==> src/rtl/rr_arb_pkg.sv <==
// Shared definitions for the round-robin mux arbiter slice.
//   state_t   : FSM encoding (IDLE = 0, BUSY = 1)
//   NREQ      : number of requesters (4)
//   DEFAULT_N : default data width (16)
//   rr_pick   : circular first-set-bit search starting at a pointer
//   onehot    : index to one-hot grant vector
package rr_arb_pkg;

  localparam int unsigned NREQ      = 4;
  localparam int unsigned DEFAULT_N = 16;

  typedef enum logic {
    IDLE = 1'b0,
    BUSY = 1'b1
  } state_t;

  typedef logic [1:0] idx_t;

  // First requester with req set, searching ptr, ptr+1, ... modulo NREQ.
  // Result is only meaningful when req is nonzero.
  function automatic idx_t rr_pick(input logic [NREQ-1:0] req, input idx_t ptr);
    idx_t win;
    idx_t cand;
    logic found;
    win   = ptr;
    found = 1'b0;
    for (int unsigned k = 0; k < NREQ; k++) begin
      cand = ptr + idx_t'(k);
      if (!found && req[cand]) begin
        win   = cand;
        found = 1'b1;
      end
    end
    return win;
  endfunction

  function automatic logic [NREQ-1:0] onehot(input idx_t i);
    logic [NREQ-1:0] r;
    r    = '0;
    r[i] = 1'b1;
    return r;
  endfunction

endpackage

==> src/rtl/rr_mux_arbiter_if.sv <==
// Bus bundle between four requesters / one consumer and the arbiter.
//   req, d0..d3, out_ready         : driven by the environment (master)
//   out_valid, out_data, grant,
//   sel, ack, busy                 : driven by the arbiter (slave)
interface rr_mux_arbiter_if #(
  parameter int unsigned N = rr_arb_pkg::DEFAULT_N
);
  import rr_arb_pkg::*;

  logic [NREQ-1:0] req;
  logic [N-1:0]    d0;
  logic [N-1:0]    d1;
  logic [N-1:0]    d2;
  logic [N-1:0]    d3;
  logic            out_ready;
  logic            out_valid;
  logic [N-1:0]    out_data;
  logic [NREQ-1:0] grant;
  logic [1:0]      sel;
  logic [NREQ-1:0] ack;
  logic            busy;

  modport master (
    output req, d0, d1, d2, d3, out_ready,
    input  out_valid, out_data, grant, sel, ack, busy
  );

  modport slave (
    input  req, d0, d1, d2, d3, out_ready,
    output out_valid, out_data, grant, sel, ack, busy
  );

endinterface

==> src/rtl/Mux4to1.sv <==
// Plain 4:1 word multiplexer.
//   sel       : 2-bit select
//   d0..d3    : N-bit data inputs
//   y         : selected word
module Mux4to1 #(
  parameter int unsigned N = 16
) (
  input  logic [1:0]   sel,
  input  logic [N-1:0] d0,
  input  logic [N-1:0] d1,
  input  logic [N-1:0] d2,
  input  logic [N-1:0] d3,
  output logic [N-1:0] y
);

  always_comb begin
    y = '0;
    unique case (sel)
      2'd0:    y = d0;
      2'd1:    y = d1;
      2'd2:    y = d2;
      2'd3:    y = d3;
      default: y = '0;
    endcase
  end

endmodule

==> src/rtl/rr_mux_arbiter.sv <==
// Round-robin arbiter for four requesters with a registered data mux.
//   clk   : single clock, rising edge
//   rst_n : synchronous active-low reset
//   bus   : slave side of rr_mux_arbiter_if (req, d0..d3, out_ready in;
//           out_valid, out_data, grant, sel, ack, busy out)
// A grant is taken from IDLE, held in BUSY until out_ready, then the FSM
// returns to IDLE for one cycle before the next grant.
module rr_mux_arbiter
  import rr_arb_pkg::*;
#(
  parameter int unsigned N = DEFAULT_N
) (
  input  logic            clk,
  input  logic            rst_n,
  rr_mux_arbiter_if.slave bus
);

  state_t          state;
  state_t          state_nxt;
  idx_t            ptr;
  idx_t            sel_q;
  idx_t            win;
  logic [NREQ-1:0] grant_q;
  logic [N-1:0]    data_q;
  logic [N-1:0]    mux_y;
  logic            start;
  logic            done;

  assign win = rr_pick(bus.req, ptr);

  Mux4to1 #(.N(N)) u_mux (
    .sel (win),
    .d0  (bus.d0),
    .d1  (bus.d1),
    .d2  (bus.d2),
    .d3  (bus.d3),
    .y   (mux_y)
  );

  always_comb begin
    state_nxt = state;
    start     = 1'b0;
    done      = 1'b0;
    unique case (state)
      IDLE: begin
        if (|bus.req) begin
          start     = 1'b1;
          state_nxt = BUSY;
        end
      end
      BUSY: begin
        if (bus.out_ready) begin
          done      = 1'b1;
          state_nxt = IDLE;
        end
      end
      default: state_nxt = IDLE;
    endcase
  end

  always_ff @(posedge clk) begin
    if (!rst_n) begin
      state <= IDLE;
    end else begin
      state <= state_nxt;
    end
  end

  // sel survives completion so it always names the last owner; ptr only
  // moves on completion, so an abandoned (reset) transfer never advances it.
  always_ff @(posedge clk) begin
    if (!rst_n) begin
      ptr     <= '0;
      sel_q   <= '0;
      grant_q <= '0;
      data_q  <= '0;
    end else if (start) begin
      sel_q   <= win;
      grant_q <= onehot(win);
      data_q  <= mux_y;
    end else if (done) begin
      grant_q <= '0;
      ptr     <= sel_q + 2'd1;
    end
  end

  assign bus.out_valid = (state == BUSY);
  assign bus.busy      = (state == BUSY);
  assign bus.out_data  = data_q;
  assign bus.grant     = grant_q;
  assign bus.sel       = sel_q;
  assign bus.ack       = done ? grant_q : '0;

endmodule

==> src/flat_wrapper.sv <==
// flat-port wrapper written by rule: the top's interface ports become plain ports
module rr_mux_arbiter_flat import rr_arb_pkg::*;
#(
  parameter int unsigned N = DEFAULT_N
)
  (clk, rst_n, bus_req, bus_d0, bus_d1, bus_d2, bus_d3, bus_out_ready, bus_out_valid, bus_out_data, bus_grant, bus_sel, bus_ack, bus_busy);
  rr_mux_arbiter_if #(.N(N)) bus_i ();
  input  logic clk;
  input  logic rst_n;
  input wire logic [$bits(bus_i.req)-1:0] bus_req;
  input wire logic [$bits(bus_i.d0)-1:0] bus_d0;
  input wire logic [$bits(bus_i.d1)-1:0] bus_d1;
  input wire logic [$bits(bus_i.d2)-1:0] bus_d2;
  input wire logic [$bits(bus_i.d3)-1:0] bus_d3;
  input wire logic [$bits(bus_i.out_ready)-1:0] bus_out_ready;
  output wire logic [$bits(bus_i.out_valid)-1:0] bus_out_valid;
  output wire logic [$bits(bus_i.out_data)-1:0] bus_out_data;
  output wire logic [$bits(bus_i.grant)-1:0] bus_grant;
  output wire logic [$bits(bus_i.sel)-1:0] bus_sel;
  output wire logic [$bits(bus_i.ack)-1:0] bus_ack;
  output wire logic [$bits(bus_i.busy)-1:0] bus_busy;
  assign bus_i.req = bus_req;
  assign bus_i.d0 = bus_d0;
  assign bus_i.d1 = bus_d1;
  assign bus_i.d2 = bus_d2;
  assign bus_i.d3 = bus_d3;
  assign bus_i.out_ready = bus_out_ready;
  assign bus_out_valid = bus_i.out_valid;
  assign bus_out_data = bus_i.out_data;
  assign bus_grant = bus_i.grant;
  assign bus_sel = bus_i.sel;
  assign bus_ack = bus_i.ack;
  assign bus_busy = bus_i.busy;
  rr_mux_arbiter #(.N(N)) u_core (.clk(clk), .rst_n(rst_n), .bus(bus_i));
endmodule
==> config.mk <==
export PLATFORM = sky130hd
export DESIGN_NAME = rr_mux_arbiter_flat
export DESIGN_NICKNAME = d
export VERILOG_FILES = /design/src/rtl/rr_arb_pkg.sv /design/src/rtl/rr_mux_arbiter_if.sv /design/src/rtl/Mux4to1.sv /design/src/rtl/rr_mux_arbiter.sv /design/src/flat_wrapper.sv
export SDC_FILE = /design/constraint.sdc
export NUM_CORES = 1
export LEC_CHECK = 0
export ABC_AREA = 1
export BUFFER_PORTS_ARGS = -buffer_cell sky130_fd_sc_hd__buf_2
export CORE_MARGIN = 3
export CORE_UTILIZATION = 35
export CTS_BUF_LIST = sky130_fd_sc_hd__clkbuf_16
export CTS_CLUSTER_DIAMETER = 100
export CTS_CLUSTER_SIZE = 8
export DETAILED_ROUTE_END_ITERATION = 12
export SYNTH_ARGS = -nofsm -noshare
export SYNTH_HDL_FRONTEND = slang
export SYNTH_HIERARCHICAL = 1
export SYNTH_SLANG_ARGS = --single-unit
==> constraint.sdc <==
create_clock -name clk -period 4.56 [get_ports clk]
set_input_delay 0.684 -clock clk [delete_from_list [all_inputs] [get_ports clk]]
set_output_delay 0.684 -clock clk [all_outputs]
set_load 0.02 [all_outputs]
==> summary.md <==
| Metric | Value |
|---|---|
| Total wire length after detailed routing | `5876 um` |
| Number of cells on the worst hold path | `2` |
| R2R depth | `15` |
| Aggregate negative setup slack | `0 ns` |
| Max-slew violation count | `0` |
| Portion of netlist area occupied by mux cells | `0` |
| Most area-consuming cells after synthesis | `sky130_fd_sc_hd__dfxtp_1 (27%), sky130_fd_sc_hd__nand3_1 (16%), sky130_fd_sc_hd__nand2_1 (15%), sky130_fd_sc_hd__nor2_1 (8.3%), sky130_fd_sc_hd__nand4_1 (5.4%)` |
| Switch Pwr | `0.3596 mW` |
| Area share of fa/ha/maj cells after synthesis | `0` |
| Number of post-CTS setup repair buffers | `0` |
| Count of flip-flops with a built-in enable after synthesis | `0` |
| Cell Area, Placed | `0.002305 mm^2` |
| Initial antenna violation count | `0` |
| Sum of overflow across all layers after global routing | `0` |
| End point of the most critical hold path | `u_core/bus.grant[0]` |
| WP data arrival | `approximately 3.0 ns` |
| Routed via count divided by cell count | `4.916` |
| Post-DR wirelength/cell | `12.91 um` |
| Global placer's final weighted congestion | `0.8938` |
| Cells along the critical path | `inv_2 -> nand2_1 -> nand2_1 -> nand2_1 -> nand2_2 -> nand2_2 -> nand2_1 -> nand2_1 -> nand2_1 -> nand2_2 -> inv_2 -> nand3_1 -> nand4_1 -> nor2_1 -> nor2_1` |
| Clock network fraction of total power | `0.239` |
| Dominant combinational cell family by area after synthesis | `simple AND/OR/NAND/NOR gates` |
| Cell at the root of the clock tree | `sky130_fd_sc_hd__clkbuf_16` |
| Cell type with the largest total area after synthesis | `sky130_fd_sc_hd__dfxtp_1` |
| Die Span X | `78.99 um` |
| Nets | `460` |
| Worst Min Path Start | `u_core/bus.grant[0]` |
| Combined global-route utilization of all metal layers | `0.1893` |
| Max capacitance violation total | `0` |
| Fraction of layout cells with a size suffix above 1 | `0.3273` |
| Period utilisation layout | `0.6292` |
| Synthesized area per cell | `roughly 6 um^2` |
| Gate power share | `0.448` |
| Critical Path Slowest Stage Cell | `sky130_fd_sc_hd__dfxtp_1` |
| Sequential group share of total power | `0.313` |
| Transition time at the pin with the least slew margin | `0.7061 ns` |
| Synth Area in Compound Gates | `0.07383` |
| Critical path start-end classification | `reg -> reg` |
| Area share of the largest cell type after synthesis | `0.2685` |
| Type of destination of the critical path | `flop` |
| Number of input and output port buffers inserted | `98` |
| Maximum number of pins on one net before global-route repair | `38` |
| Post-synth net total | `375` |
| Internal portion of total power | `~0.50 mW` |
| Switching power as a share of total power | `0.4182` |
| TritonCTS clock tree | `done` |
| Placeable core region | `0.004942 mm^2` |
| Slack of the worst reg-to-reg path | `1.69 ns` |
| Capture instance of the worst register-to-register path | `u_core/bus.out_data[10]` |
| Delay of the slowest critical-path stage | `0.61 ns` |
| Antenna diodes | `0` |
| Number of detailed-route iterations in the first pass | `4` |
| Number of buffers inserted by hold repair at cts | `0` |
| Type of the worst min-delay path | `reg -> reg` |
| Final critical-path required period | `2.869 ns` |
| Gate count of the mapped netlist | `304` |
| # H-tree levels | `1` |
| Residual DRC | `0` |
| Post-synthesis instance area | `0.001864 mm^2` |
| Fin Clk Skew | `0.003911 ns` |
| Clock-pin transition on the worst setup and hold timing paths | `0.07 ns` |
| Most common cell type on the critical path | `sky130_fd_sc_hd__nand2_1` |
| Number of failing hold endpoints at the final stage | `0` |
| Total number of clock tree sinks | `25` |
| Number of violations reported at the end of detailed-routing iteration 0 | `approximately 150` |
| Top flip-flop cell by instance count after synthesis | `sky130_fd_sc_hd__dfxtp_1` |
| Synth Register Bits | `25` |
| Highest achievable clock rate | `0.3485 GHz` |
| Wire length of the first global-routing pass | `9466 um` |
| P&R area growth vs syn | `28.12%` |
| Clock insertion delay at the later pin of the skew report | `0.26 ns` |
| Number of warning messages in the yosys log | `6` |
| Status | `finished, final reports clean` |
| Synth unique cells | `28` |
| Max-slew headroom at the worst pin | `0.5276` |
| Vias in the first global route | `approximately 2,100` |
| Total of cells resized after clock tree synthesis | `0` |
| Initial cell density of the core | `0.3772` |
| Via count | `2,237` |
| Library cell with the highest instance count after synthesis | `sky130_fd_sc_hd__nand2_1` |
| List of most frequent post-synthesis cells | `sky130_fd_sc_hd__nand2_1 (75), sky130_fd_sc_hd__nand3_1 (59), sky130_fd_sc_hd__nor2_1 (41)` |
| Area share of xor/xnor cells in the synthesized design | `0.004698` |
| FFs w/ async S/R, synth | `0` |
| Reg-to-reg startpoint | `u_core/ptr[0]` |
| CP top delay family | `simple AND/OR/NAND/NOR gates` |
| Core Rows | `25` |
| DIE AREA | `0.006239 mm^2` |
| Antenna violation net count after detailed routing | `0` |
| Top-Level Pins | `a little under 100` |
| Largest buffer count on any clock path | `2` |
| Post-Synth Simple-Gate Area | `0.5275` |
| Critical path required time | `4.72 ns` |
| Setup repair after global routing missed its margin | `false` |
| Pwr dens | `approximately 360 mW/mm^2` |
| Sequential-to-total area share from yosys stat | `0.2685` |
| Critical path fanouts, max | `35` |
| Final count of negative-setup-slack endpoints | `0` |
| Placed wire-length estimate after detailed placement | `4416 um` |
| Worst Setup Start Kind | `flop` |
| VDD IR max | `208.9 uV` |
| Number of buffer and inverter stages on the critical path | `2` |
| TritonCTS buffer count | `3` |
| Finished Cell Area | `around 0.0024 mm^2` |
| Die height | `78.99 um` |
| LEAKAGE | `1.242 nW` |
-- power groups by stage --
stage / Sequential, mW / Combinational [mW] / Clock (mW)
floorplan: 0.304 / 0.277 / 0
global placement: 0.273 / 0.385 / 0
detailed placement: 0.273 / 0.384 / 0
CTS: 0.269 / 0.386 / 0.215
global route: 0.273 / 0.433 / 0.222
finish: 0.269 / 0.385 / 0.206
-- worst register-to-register path, cell delays in order (launching register included) --
cell	delay (ns)
sky130_fd_sc_hd__dfxtp_1	0.61
sky130_fd_sc_hd__inv_2	0.21
sky130_fd_sc_hd__nand2_1	0.10
sky130_fd_sc_hd__nand2_1	0.12
sky130_fd_sc_hd__nand2_1	0.10
sky130_fd_sc_hd__nand2_2	0.09
sky130_fd_sc_hd__nand2_2	0.09
sky130_fd_sc_hd__nand2_1	0.05
sky130_fd_sc_hd__nand2_1	0.08
sky130_fd_sc_hd__nand2_1	0.06
sky130_fd_sc_hd__nand2_2	0.52
sky130_fd_sc_hd__inv_2	0.31
sky130_fd_sc_hd__nand3_1	0.14
sky130_fd_sc_hd__nand4_1	0.11
sky130_fd_sc_hd__nor2_1	0.13
sky130_fd_sc_hd__nor2_1	0.06
-- sequential cells by signal, summed over array words and instances, names as in the netlist --
| signal | cells |
|---|---|
| u_core/bus.out_data | 16 |
| u_core/bus.grant | 4 |
| u_core/bus.sel | 2 |
| u_core/ptr | 2 |
| u_core/bus.busy | 1 |
-- per-layer routing --
metal  GRT usage  routed length (um)
met4     0.06014                 138
met3     0.04308                 367
met5           0                   0
met1      0.2349                2592
met2      0.3232                2777
-- cells by family (layout without fill, tap and decap cells) --
group                     count (synthesis)  count (layout)
AOI/OAI and AO/OA                        27              27
xor gates and xnor gates                  1               1
buffers and inverters                    42             126
DFF                                      25              25
and+or+nand+nor                         209             209
-- worst max-delay path by stage --
stage	start	endpoint	slack, ns	depth (start not counted)
CTS	u_core/ptr[0]	u_core/bus.out_data[10]	1.74	15
global placement	bus_req[1]	u_core/bus.out_data[10]	1.76	13
floorplan	bus_req[1]	u_core/bus.out_data[11]	2.49	14
detailed placement	bus_req[0]	u_core/bus.out_data[10]	1.77	15
finish	u_core/ptr[0]	u_core/bus.out_data[10]	1.69	15
global route	u_core/ptr[0]	u_core/bus.out_data[5]	1.37	15
-- through the flow --
| step | util | hold slack (ns) | setup WS (ns) | power [mW] | cells |
|---|---|---|---|---|---|
| floorplan | - | 0.5465 | 2.489 | 0.5815 | 304 |
| global placement | 0.4663 | 0.4713 | 1.763 | 0.6582 | 451 |
| detailed placement | 0.4663 | 0.4725 | 1.770 | 0.6569 | 451 |
| CTS | 0.4833 | 0.4842 | 1.739 | 0.8699 | 455 |
| global route | 0.4833 | 0.5115 | 1.367 | 0.9281 | 455 |
| finish | 0.4833 | 0.4789 | 1.691 | 0.8599 | 455 |
-- area by class of cell --
cell class | instances | area [um^2]
Clock inverter | 1 | 8.758
Tap cell | 67 | 83.83
Clock buffer | 3 | 75.07
Inverter | 22 | 85.08
Timing Repair Buffer | 100 | 505.5
Fill cell | 559 | 2554
Multi-Input combinational cell | 237 | 1130
Sequential cell | 25 | 500.5
-- cells in the final DEF (no fill, tap or decap), types with 2 or more instances in the layout --
cell type                   count
sky130_fd_sc_hd__nor2_1        41
sky130_fd_sc_hd__inv_2          6
sky130_fd_sc_hd__nand2_1       75
sky130_fd_sc_hd__buf_4          2
sky130_fd_sc_hd__nand3_1       59
sky130_fd_sc_hd__nand2_4        2
sky130_fd_sc_hd__inv_1         14
sky130_fd_sc_hd__a21oi_1        6
sky130_fd_sc_hd__nand2_2        8
sky130_fd_sc_hd__o21ai_0       19
sky130_fd_sc_hd__dfxtp_1       25
sky130_fd_sc_hd__nand4_1       16
sky130_fd_sc_hd__nand3_2        3
sky130_fd_sc_hd__clkbuf_16      3
sky130_fd_sc_hd__buf_2         98
No activity file was read; power rests on OpenSTA's default activity.
